File: config.mk
export PLATFORM = sky130hd
export DESIGN_NAME = phimap_trig_scheduler
export DESIGN_NICKNAME = d
export VERILOG_FILES = /design/src/rtl/phimap_pkg.sv /design/src/rtl/phimap_angle_gen.sv /design/src/rtl/phimap_trig_scheduler.sv
export SDC_FILE = /design/constraint.sdc
export NUM_CORES = 1
export LEC_CHECK = 0
export BUFFER_PORTS_ARGS = -buffer_cell sky130_fd_sc_hd__buf_2
export CORE_MARGIN = 2
export CORE_UTILIZATION = 62
export CTS_CLUSTER_SIZE = 20
export DETAILED_ROUTE_END_ITERATION = 10
export PLACE_DENSITY = 0.85
export SKIP_LAST_GASP = 1
export SLEW_MARGIN = 20
export SYNTH_ARGS = -nofsm -noshare
export SYNTH_HDL_FRONTEND = slang
export SYNTH_SLANG_ARGS = --single-unit
export TNS_END_PERCENT = 10
File: constraint.sdc
create_clock -name clk -period 9.65 [get_ports clk]
set_clock_uncertainty 0.2 [all_clocks]
set_input_delay 0.4825 -clock clk [delete_from_list [all_inputs] [get_ports clk]]
set_output_delay 0.4825 -clock clk [all_outputs]
set_load 0.02 [all_outputs]
File: src/rtl/phimap_pkg.sv
// phimap_pkg: shared constants, FSM encoding and helpers for the trig scheduler.
//   PI_Q12    - pi in Q3.12, multiplier for the harmonic step
//   PI_Q15    - pi in Q.15 radians, fold threshold
//   TWOPI_Q15 - 2*pi in Q.15 radians, fold correction
//   S_*       - scheduler FSM states
//   nharm()   - number of harmonics for an expansion order
package phimap_pkg;
    localparam logic [16:0] PI_Q12    = 17'h3244;
    localparam int          PI_Q15    = 'h19220;
    localparam int          TWOPI_Q15 = 'h3243F;

    localparam logic [2:0] S_IDLE  = 3'd0;
    localparam logic [2:0] S_MUL   = 3'd1;
    localparam logic [2:0] S_ISSUE = 3'd2;
    localparam logic [2:0] S_DRAIN = 3'd3;
    localparam logic [2:0] S_HOLD  = 3'd4;

    function automatic int nharm(input int q_ord);
        return (q_ord - 1) / 2;
    endfunction
endpackage

File: src/rtl/phimap_angle_gen.sv
// phimap_angle_gen: harmonic angle accumulator for phimap_trig_scheduler.
//   clk, reset - clock, asynchronous active-low reset
//   load       - capture step = round(pi*x) and set theta = step
//   advance    - theta <= theta + step
//   x          - sample, Q1.15
//   theta      - current angle, Q.15 radians, ANGLE_W signed
//   PHIMAP_ANGLE_WRAP_EN defined: every angle is folded into [-pi, pi).
module phimap_angle_gen
    import phimap_pkg::*;
#(
    parameter int WIDTH   = 16,
    parameter int ANGLE_W = WIDTH + 3
) (
    input  logic               clk,
    input  logic               reset,
    input  logic               load,
    input  logic               advance,
    input  logic [WIDTH-1:0]   x,
    output logic [ANGLE_W-1:0] theta
);
    localparam int PW = WIDTH + 18;
    logic signed [PW-1:0]      prod;
    logic signed [ANGLE_W-1:0] step, acc, step_c, load_c, next_c;

`ifdef PHIMAP_ANGLE_WRAP_EN
    localparam logic signed [ANGLE_W-1:0] PI_A  = ANGLE_W'(PI_Q15);
    localparam logic signed [ANGLE_W-1:0] TWO_A = ANGLE_W'(TWOPI_Q15);
    // |step| <= pi, so a single correction brings theta back into range
    function automatic logic signed [ANGLE_W-1:0] fold(input logic signed [ANGLE_W-1:0] a);
        return a >= PI_A ? a - TWO_A : a < -PI_A ? a + TWO_A : a;
    endfunction
`else
    function automatic logic signed [ANGLE_W-1:0] fold(input logic signed [ANGLE_W-1:0] a);
        return a;
    endfunction
`endif

    // Q1.15 * Q3.12 = Q.27; add half an LSB at bit 11, drop 12 bits to reach Q.15
    assign prod   = PW'($signed(x)) * PW'($signed({1'b0, PI_Q12})) + PW'(2048);
    assign step_c = ANGLE_W'(prod >>> 12);
    assign load_c = fold(step_c);
    assign next_c = fold(acc + step);
    assign theta  = acc;

    always_ff @(posedge clk or negedge reset)
        if (!reset) begin
            step <= '0;
            acc  <= '0;
        end else if (load) begin
            step <= step_c;
            acc  <= load_c;
        end else if (advance)
            acc <= next_c;
endmodule

File: src/rtl/phimap_trig_scheduler.sv
// phimap_trig_scheduler: issues k*pi*x (k=1..H) to one shared sin/cos unit and packs Phi.
//   clk, reset            - clock, asynchronous active-low reset
//   x_in/in_valid/in_ready - input sample handshake
//   trig_theta/trig_vld   - angle issued to the shared sin/cos unit
//   trig_sin/trig_cos/trig_rvld - results returned L_TRIG cycles after issue
//   phi_out/out_valid/out_ready - packed Phi {[0]=x, [2k-1]=sin, [2k]=cos}, held until accepted
//   PHIMAP_ANGLE_WRAP_EN defined: issued angles are folded into [-pi, pi).
module phimap_trig_scheduler
    import phimap_pkg::*;
#(
    parameter int Q_ORD   = 7,
    parameter int WIDTH   = 16,
    parameter int ANGLE_W = WIDTH + 3,
    parameter int L_TRIG  = 4
) (
    input  logic                   clk,
    input  logic                   reset,
    input  logic [WIDTH-1:0]       x_in,
    input  logic                   in_valid,
    output logic                   in_ready,
    output logic [ANGLE_W-1:0]     trig_theta,
    output logic                   trig_vld,
    input  logic [WIDTH-1:0]       trig_sin,
    input  logic [WIDTH-1:0]       trig_cos,
    input  logic                   trig_rvld,
    output logic [Q_ORD*WIDTH-1:0] phi_out,
    output logic                   out_valid,
    input  logic                   out_ready
);
    localparam int H  = nharm(Q_ORD);
    localparam int KW = $clog2(H + 1);

    logic [2:0]             state;
    logic [KW-1:0]          k, r;
    logic [Q_ORD*WIDTH-1:0] phi;
    logic [ANGLE_W-1:0]     theta;
    logic                   issue, ret;

    phimap_angle_gen #(.WIDTH(WIDTH), .ANGLE_W(ANGLE_W)) u_angle (
        .clk    (clk),
        .reset  (reset),
        .load   (state == S_MUL),
        .advance(issue),
        .x      (phi[WIDTH-1:0]),
        .theta  (theta)
    );

    assign issue      = state == S_ISSUE;
    // returns can only land inside ISSUE when the unit is shorter than the burst
    assign ret        = trig_rvld && (state == S_DRAIN || (issue && L_TRIG < H));
    assign in_ready   = reset && state == S_IDLE;
    assign trig_vld   = issue;
    assign trig_theta = issue ? theta : '0;
    assign out_valid  = state == S_HOLD;
    assign phi_out    = phi;

    always_ff @(posedge clk or negedge reset)
        if (!reset) begin
            state <= S_IDLE;
            k     <= '0;
            r     <= '0;
            phi   <= '0;
        end else begin
            case (state)
                S_IDLE:  if (in_valid) begin
                    phi[WIDTH-1:0] <= x_in;
                    state          <= S_MUL;
                end
                S_MUL:   begin
                    k     <= KW'(1);
                    r     <= KW'(1);
                    state <= S_ISSUE;
                end
                S_ISSUE: begin
                    k <= k + KW'(1);
                    if (k == KW'(H)) state <= S_DRAIN;
                end
                S_DRAIN: if (ret && r == KW'(H)) state <= S_HOLD;
                S_HOLD:  if (out_ready) state <= S_IDLE;
                default: state <= S_IDLE;
            endcase
            if (ret) begin
                phi[(2 * int'(r) - 1) * WIDTH +: WIDTH] <= trig_sin;
                phi[2 * int'(r) * WIDTH +: WIDTH]       <= trig_cos;
                r                                       <= r + KW'(1);
            end
        end
endmodule

==> metrics.csv, run 1 <==
stage,metric,value,unit
synth,ys.flop_type,dfrtp_1,
floorplanning,dieArea,18500,um^2
synth,synth_area_leaders,"dfrtp_1, ha_1, nand2_1, fa_1, o21ai_0",
worst_setup_path,worst_path_largest_cell_delay,530,ps
cts,cts_sinks,157,
grt,grt_usage,0.312,
layout,nets,1537,
routing,totalWireLength,27500,um
cts,path_clk_slew,70,ps
worst_setup_path,cp.arrival,5840,ps
timing,drv_slew,0,
floorplanning,initial_core_util,0.629,
synth,synth_top_area_frac,0.364,
synth,synth_edf_count,0,
synth,postSynthAreaPerCell,9.01,um^2
worst_setup_path,crit_type,reg -> reg,
layout,multi_input_area,6470,um^2
routing,num_vias,9255,
worst_setup_path,start_kind,flip-flop,
worst_setup_path,critPathCaptureType,flip-flop,
floorplanning,rows,48,
synth,synthDistinctLibCells,77,
worst_setup_path,path_buf_inv,2,
floorplanning,die_h,136,um
synth,ys_ff_latch,157,
grt,antenna_found_initial,2,
timing,hold_viol_final,0,
floorplanning,io_pins,187,
synth,synth_seq_area_share,0.364,
cts,insertion_delay,450,ps
timing,fmax,0.175,GHz
synth,yosysTopAreaCell,dfrtp_1,
floorplanning,fp.dieW,136,um
routing,vias_per_cell,5.84,
synth,ys_warn_count,0,
cts,htreeDepth,4,
cts,ctsRootBufferMaster,clkbuf_16,
placement,port_buffers,186,
routing,remaining_drc_errors,0,
timing,rsz0062_at_grt,false,
worst_setup_path,worstPathRequired,9780,ps
grt,grt_pass1_wl,45100,um
cts,numCtsBuffers,17,
worst_setup_path,crit_path_max_fanout,6,
timing,fin_crit_sh,0.591,
grt,grt_pass1_vias,9122,
job,drv_cap,0,
cts,cts.path.max_buffers,2,
layout,syn2layout_area_growth,15.4,%
worst_setup_path,path_cells,ha_1 -> inv_1 -> fa_1 -> inv_1 -> fa_1 -> fa_1 -> ha_1 -> ha_1 -> a21o_1 -> nor3_4 -> a21oi_2 -> o221a_4 -> nor4b_4 -> nand4_1 -> nor4_2 -> nand2_1 -> xnor3_1 -> mux2_2,
timing,worst_slew_pin_slew,990,ps
worst_setup_path,cp_top_family,adder cells,
synth,async_reset_ff_frac,1.00,
layout,drive_gt1_frac,0.197,
cts,cts_tree,done,
routing,drt-wirelength-per-cell,17.3,um
timing,slew_headroom,0.338,
status,status,finished clean,
synth,synth_cells,1198,
grt,grt-ovfl-total,0,
floorplanning,core_area,17200,um^2
placement,place_congestion,0.885,
timing,setup_viol,0,
layout,register_area,3930,um^2
layout,fillerInstances,1297,
grt,grt_max_degree,85,
timing,post-route-min-period,5710,ps
routing,drtIter0Drc,495,
synth,synth_area,10800,um^2
min_path,min_path_type,in -> reg,
routing,first_pass_iters,5,
worst_setup_path,slowest_stage,fa_1,
routing,ant_nets,0,
placement,dpl.hpwl,20000,um
timing,setup_tns,0,ps
synth,synth_nets,1388,
## cell families (layout without fill, tap and decap cells)
logic type	after synthesis	after routing	share of synthesized area
adder cells (fa/ha/maj)	137	137	0.184
other	0	1	0
multiplexers	29	29	0.0279
AO/OA/AOI/OAI	282	282	0.153
AND/OR/NAND/NOR	423	423	0.179
flip-flops	157	157	0.364
buffers and inverters	107	269	0.0388
XOR/XNOR	63	63	0.0531
## synthesized netlist by cell type (3+ instances only)
cell	instances
buf_1	4
mux2_2	9
nor2b_1	4
and3_1	4
nor3_1	12
inv_1	42
o21ai_0	135
nor3b_1	5
and2_1	22
o31ai_1	3
nand4_1	5
clkbuf_1	54
mux2i_1	20
nand3_1	14
o21a_1	7
xnor2_1	38
ha_1	101
nor2_1	61
a21o_1	11
dfrtp_1	157
a21oi_1	68
xor2_1	23
nand2_1	258
fa_1	36
or2_2	3
a21oi_2	3
buf_4	4
o21ai_1	4
a31oi_1	8
a211oi_1	14
nand2b_1	6
## stage by stage
stage | cells | cell area [um^2] | utilization | setup slack (ps) | hold WS, ps
2_1_floorplan | 1198 | 10800 | - | 4300 | -13.1
3_3_place_gp | 1552 | 11800 | 0.689 | 4110 | 257
3_5_place_dp | 1552 | 11800 | 0.689 | 3970 | 265
4_1_cts | 1585 | 12500 | 0.725 | 3950 | 28.6
5_1_grt | 1585 | 12500 | 0.725 | 3660 | 37.1
6_report | 1586 | 12500 | 0.726 | 3940 | 33.4
## layout make-up
type / instances / share of cell area
multi-input cells: 934 / 0.519
clock buffers: 17 / 0.0341
diodes: 1 / 0.000201
well taps: 225 / 0.0226
flip-flops and latches: 157 / 0.315
inverters: 43 / 0.0130
repair buffers: 194 / 0.0805
clock inverters: 15 / 0.0150
## repair_timing
| item | in CTS | in global routing |
|---|---|---|
| setup buffers | 0 | 0 |
| hold buffers | 1 | 0 |
| resized for setup | 0 | 0 |
| endpoints found under the hold margin | 73 | 0 |
## final timing paths
| kind | start | end | slack [ps] | cells past startpoint |
|---|---|---|---|---|
| setup / recovery | phi_out[1] | u_angle.step[17] | 3940 | 18 |
| hold / removal | out_ready | state[2] | 30 | 2 |
| setup reg to reg | phi_out[1] | u_angle.step[17] | 3940 | 18 |
| hold reg to reg | phi_out[64] | phi_out[64] | 280 | 2 |
| max in group asynchronous | reset | phi_out[63] | 7600 | 3 |
| min in group asynchronous | reset | u_angle.theta[0] | 410 | 2 |
## cell usage in the layout (no fill, tap or decap), drive strengths merged, types with 4 or more instances in the layout
| cell type | instances |
|---|---|
| a211oi | 14 |
| a21o | 12 |
| a21oi | 71 |
| a31oi | 8 |
| and2 | 22 |
| and3 | 5 |
| buf | 193 |
| clkbuf | 17 |
| clkinv | 8 |
| dfrtp | 157 |
| fa | 36 |
| ha | 101 |
| inv | 50 |
| mux2 | 9 |
| mux2i | 20 |
| nand2 | 258 |
| nand2b | 6 |
| nand3 | 14 |
| nand4 | 6 |
| nor2 | 62 |
| nor2b | 4 |
| nor3 | 14 |
| nor3b | 5 |
| nor4 | 4 |
| o21a | 7 |
| o21ai | 139 |
| o31ai | 4 |
| or2 | 5 |
| xnor2 | 39 |
| xor2 | 23 |
## per-layer routing
metal	vias to the layer above	GRT usage	part of all wire
li1	4384	-	-
met2	365	0.513	0.48
met3	75	0.0895	0.080
met5	-	0	0.00087
met1	4427	0.389	0.41
met4	4	0.128	0.033
## state kept, by name, summed over array words and instances (netlist names)
name           count
r                  2
k                  2
u_angle.theta     19
u_angle.step      19
state              3
phi_out          112
## worst register-to-register path, stage by stage, from the launching register on
cell	delay, ps
dfrtp_1	450
ha_1	320
inv_1	50
fa_1	490
inv_1	50
fa_1	530
fa_1	420
ha_1	310
ha_1	370
a21o_1	250
nor3_4	260
a21oi_2	100
o221a_4	260
nor4b_4	380
nand4_1	280
nor4_2	270
nand2_1	100
xnor3_1	200
mux2_2	270
Power of run 1 is left out: the tool's default activity adds up to more than one toggle a clock period on the data nets, which glitch-free logic cannot reach.
==> inputs of run 2 (changes only) <==
Settings changed: CORE_UTILIZATION 62 to 52, PLACE_DENSITY 0.85 to 0.76.
Clock period 9.65 ns to 5.1 ns, I/O delays scaled along.
==> run 2 against run 1 <==
Net effect:
- the run now ends with setup timing left
- first-iteration DRC count rose by 0.20%
- global-route usage fell by 2.4 points
- non-clock buffer count rose by 140
- cell area rose by 12%
- sequential cell count did not move
- critical path type unchanged
- core utilization fell by 3.6 points
- routed wire length rose by 14%
- count of clock-buffer cells in the layout did not move
- critical path depth fell by 2
- highest routed layer is now met4
- maximum frequency rose by 6.8%
==> metrics.csv, run 2 (same netlist as run 1, synthesis figures left out) <==
stage,metric,value,unit
grt,grt-ovfl-total,0,
timing,drv_slew,0,
grt,grt_pass1_wl,50700,um
grt,met1_usage,0.356,
worst_setup_path,slowest_stage,fa_1,
layout,nets,1677,
job,drv_cap,0,
timing,hold_viol_final,0,
routing,first_pass_iters,6,
grt,use_met3,0.0644,
worst_setup_path,start_kind,flip-flop,
worst_setup_path,worstPathRequired,5280,ps
status,status,"finished, violations left",
layout,largest_register_ffs,112,
worst_setup_path,crit_path_max_fanout,4,
layout,final_common_cell,nand2_1,
placement,place_ws,-326,ps
timing,setup_viol,20,
routing,drt-wirelength-per-cell,17.7,um
worst_setup_path,path_cells,ha_1 -> fa_1 -> fa_1 -> fa_1 -> ha_1 -> ha_1 -> nand2_1 -> o21ai_0 -> buf_4 -> nor3_1 -> nor4_4 -> nand4_4 -> nor3_4 -> a31oi_1 -> or4_4 -> nand4_1,
worst_setup_path,crit_type,reg -> reg,
cts,cts_sinks,157,
placement,dpl.hpwl,21300,um
routing,ant_nets,0,
cts,htreeDepth,4,
worst_setup_path,r2r_start,phi_out[4],
routing,num_vias,9875,
grt,busiest_layer,met2,
min_path,whs_path_depth,7,
grt,grt_usage,0.289,
worst_setup_path,worst_path_largest_cell_delay,560,ps
timing,layout_setup_ws,-243,ps
floorplanning,io_pins,187,
floorplanning,rows,52,
worst_setup_path,ff2ff_path_depth,16,
floorplanning,die_h,148,um
cts,cts_tree,done,
routing,drtIter0Drc,496,
routing,remaining_drc_errors,0,
placement,place_congestion,0.883,
layout,fillerInstances,1504,
floorplanning,initial_core_util,0.532,
cts,ctsRootBufferMaster,clkbuf_16,
grt,met2_usage,0.498,
min_path,min_path_type,in -> reg,
routing,totalWireLength,31300,um
cts,numCtsBuffers,17,
placement,port_buffers,186,
timing,worst_slew_pin_slew,1020,ps
grt,grt_pass1_vias,10100,
timing,slew_headroom,0.320,
min_path,worst_hold_startpoint,in_valid,
grt,antenna_found_initial,0,
timing,holdWs,132,ps
grt,grt_max_degree,98,
timing,fin_crit_sh,1.05,
worst_setup_path,r2r_end,u_angle.step[18],
floorplanning,dieArea,21900,um^2
layout,diodes,0,
layout,multi_input_area,6760,um^2
floorplanning,core_area,20300,um^2
layout,register_area,3940,um^2
cts,path_clk_slew,70,ps
status,violations,setup timing,
worst_setup_path,critPathCaptureType,flip-flop,
min_path,min_to,state[0],
cts,cts.path.max_buffers,2,
routing,vias_per_cell,5.58,
timing,rsz0062_at_grt,true,
timing,post-route-min-period,5340,ps
floorplanning,fp.dieW,148,um
layout,syn2layout_area_growth,29.7,%
worst_setup_path,cp.arrival,5520,ps
layout,final_cell_mix,"nand2_1, buf_2, dfrtp_1, o21ai_0, buf_4",
layout,drive_gt1_frac,0.263,
worst_setup_path,r2r_slack,-240,ps
cts,insertion_delay,440,ps
timing,fmax,0.187,GHz
==> run 2: cell count changes in the layout (fill, tap and decap cells not counted), moves of 4 or more <==
cell           change
a21oi_1            -4
ha_4              +10
buf_4             +91
a21oi_2            +4
dlygate4sd3_1     +50
dfrtp_1            -5
dfrtp_2            +5
ha_1              -10
==> run 2: final cells by class <==
class                   count  share of cell area
clock buffers              17              0.0304
flip-flops and latches    157               0.281
well taps                 270              0.0241
repair buffers            334               0.155
clock inverters            15              0.0146
multi-input cells         934               0.483
inverters                  43              0.0115
==> run 2: layer usage <==
metal	up-vias	share of wire
li1	4665	-
met1	4774	0.40
met2	358	0.50
met3	78	0.067
met4	0	0.033
met5	-	0
==> run 2: metrics by stage <==
stage	util	instances	TNS, ps	instance area [um^2]
3_3_place_gp	0.618	1677	-1340	12500
2_1_floorplan	-	1198	-555	10900
6_report	0.690	1770	-3240	14000
3_5_place_dp	0.618	1677	-2940	12500
4_1_cts	0.685	1768	-1550	13900
5_1_grt	0.690	1770	-7210	14000
==> run 2: how the worst max path moves through the flow <==
stage	end	slack, ps	start	cells after the start
4_1_cts	u_angle.theta[18]	-140	phi_out[2]	20
2_1_floorplan	u_angle.step[17]	-190	phi_out[2]	18
5_1_grt	u_angle.step[18]	-440	phi_out[9]	18
6_report	u_angle.step[18]	-240	phi_out[4]	16
3_5_place_dp	u_angle.step[17]	-330	phi_out[5]	16
3_3_place_gp	u_angle.step[17]	-190	phi_out[5]	16
==> run 2: repair_timing <==
item                       4_1_cts  5_1_grt
pin swaps                        9        2
gates resized for setup         24       11
setup endpoints to repair       18       24
buffers inserted                 8        2
hold endpoints to repair       208        0
cloned                           0        0
hold buffers                    51        0
==> run 2: worst max-delay path: cells and delay by family (launching register included) <==
kind	cells	cell delay, ps
AO/OA/AOI/OAI	2	480
buffers and inverters	1	200
AND/OR/NAND/NOR	7	1430
flip-flops	1	450
adder cells (fa/ha/maj)	6	2520
Power of run 2 is left out for the same reason.
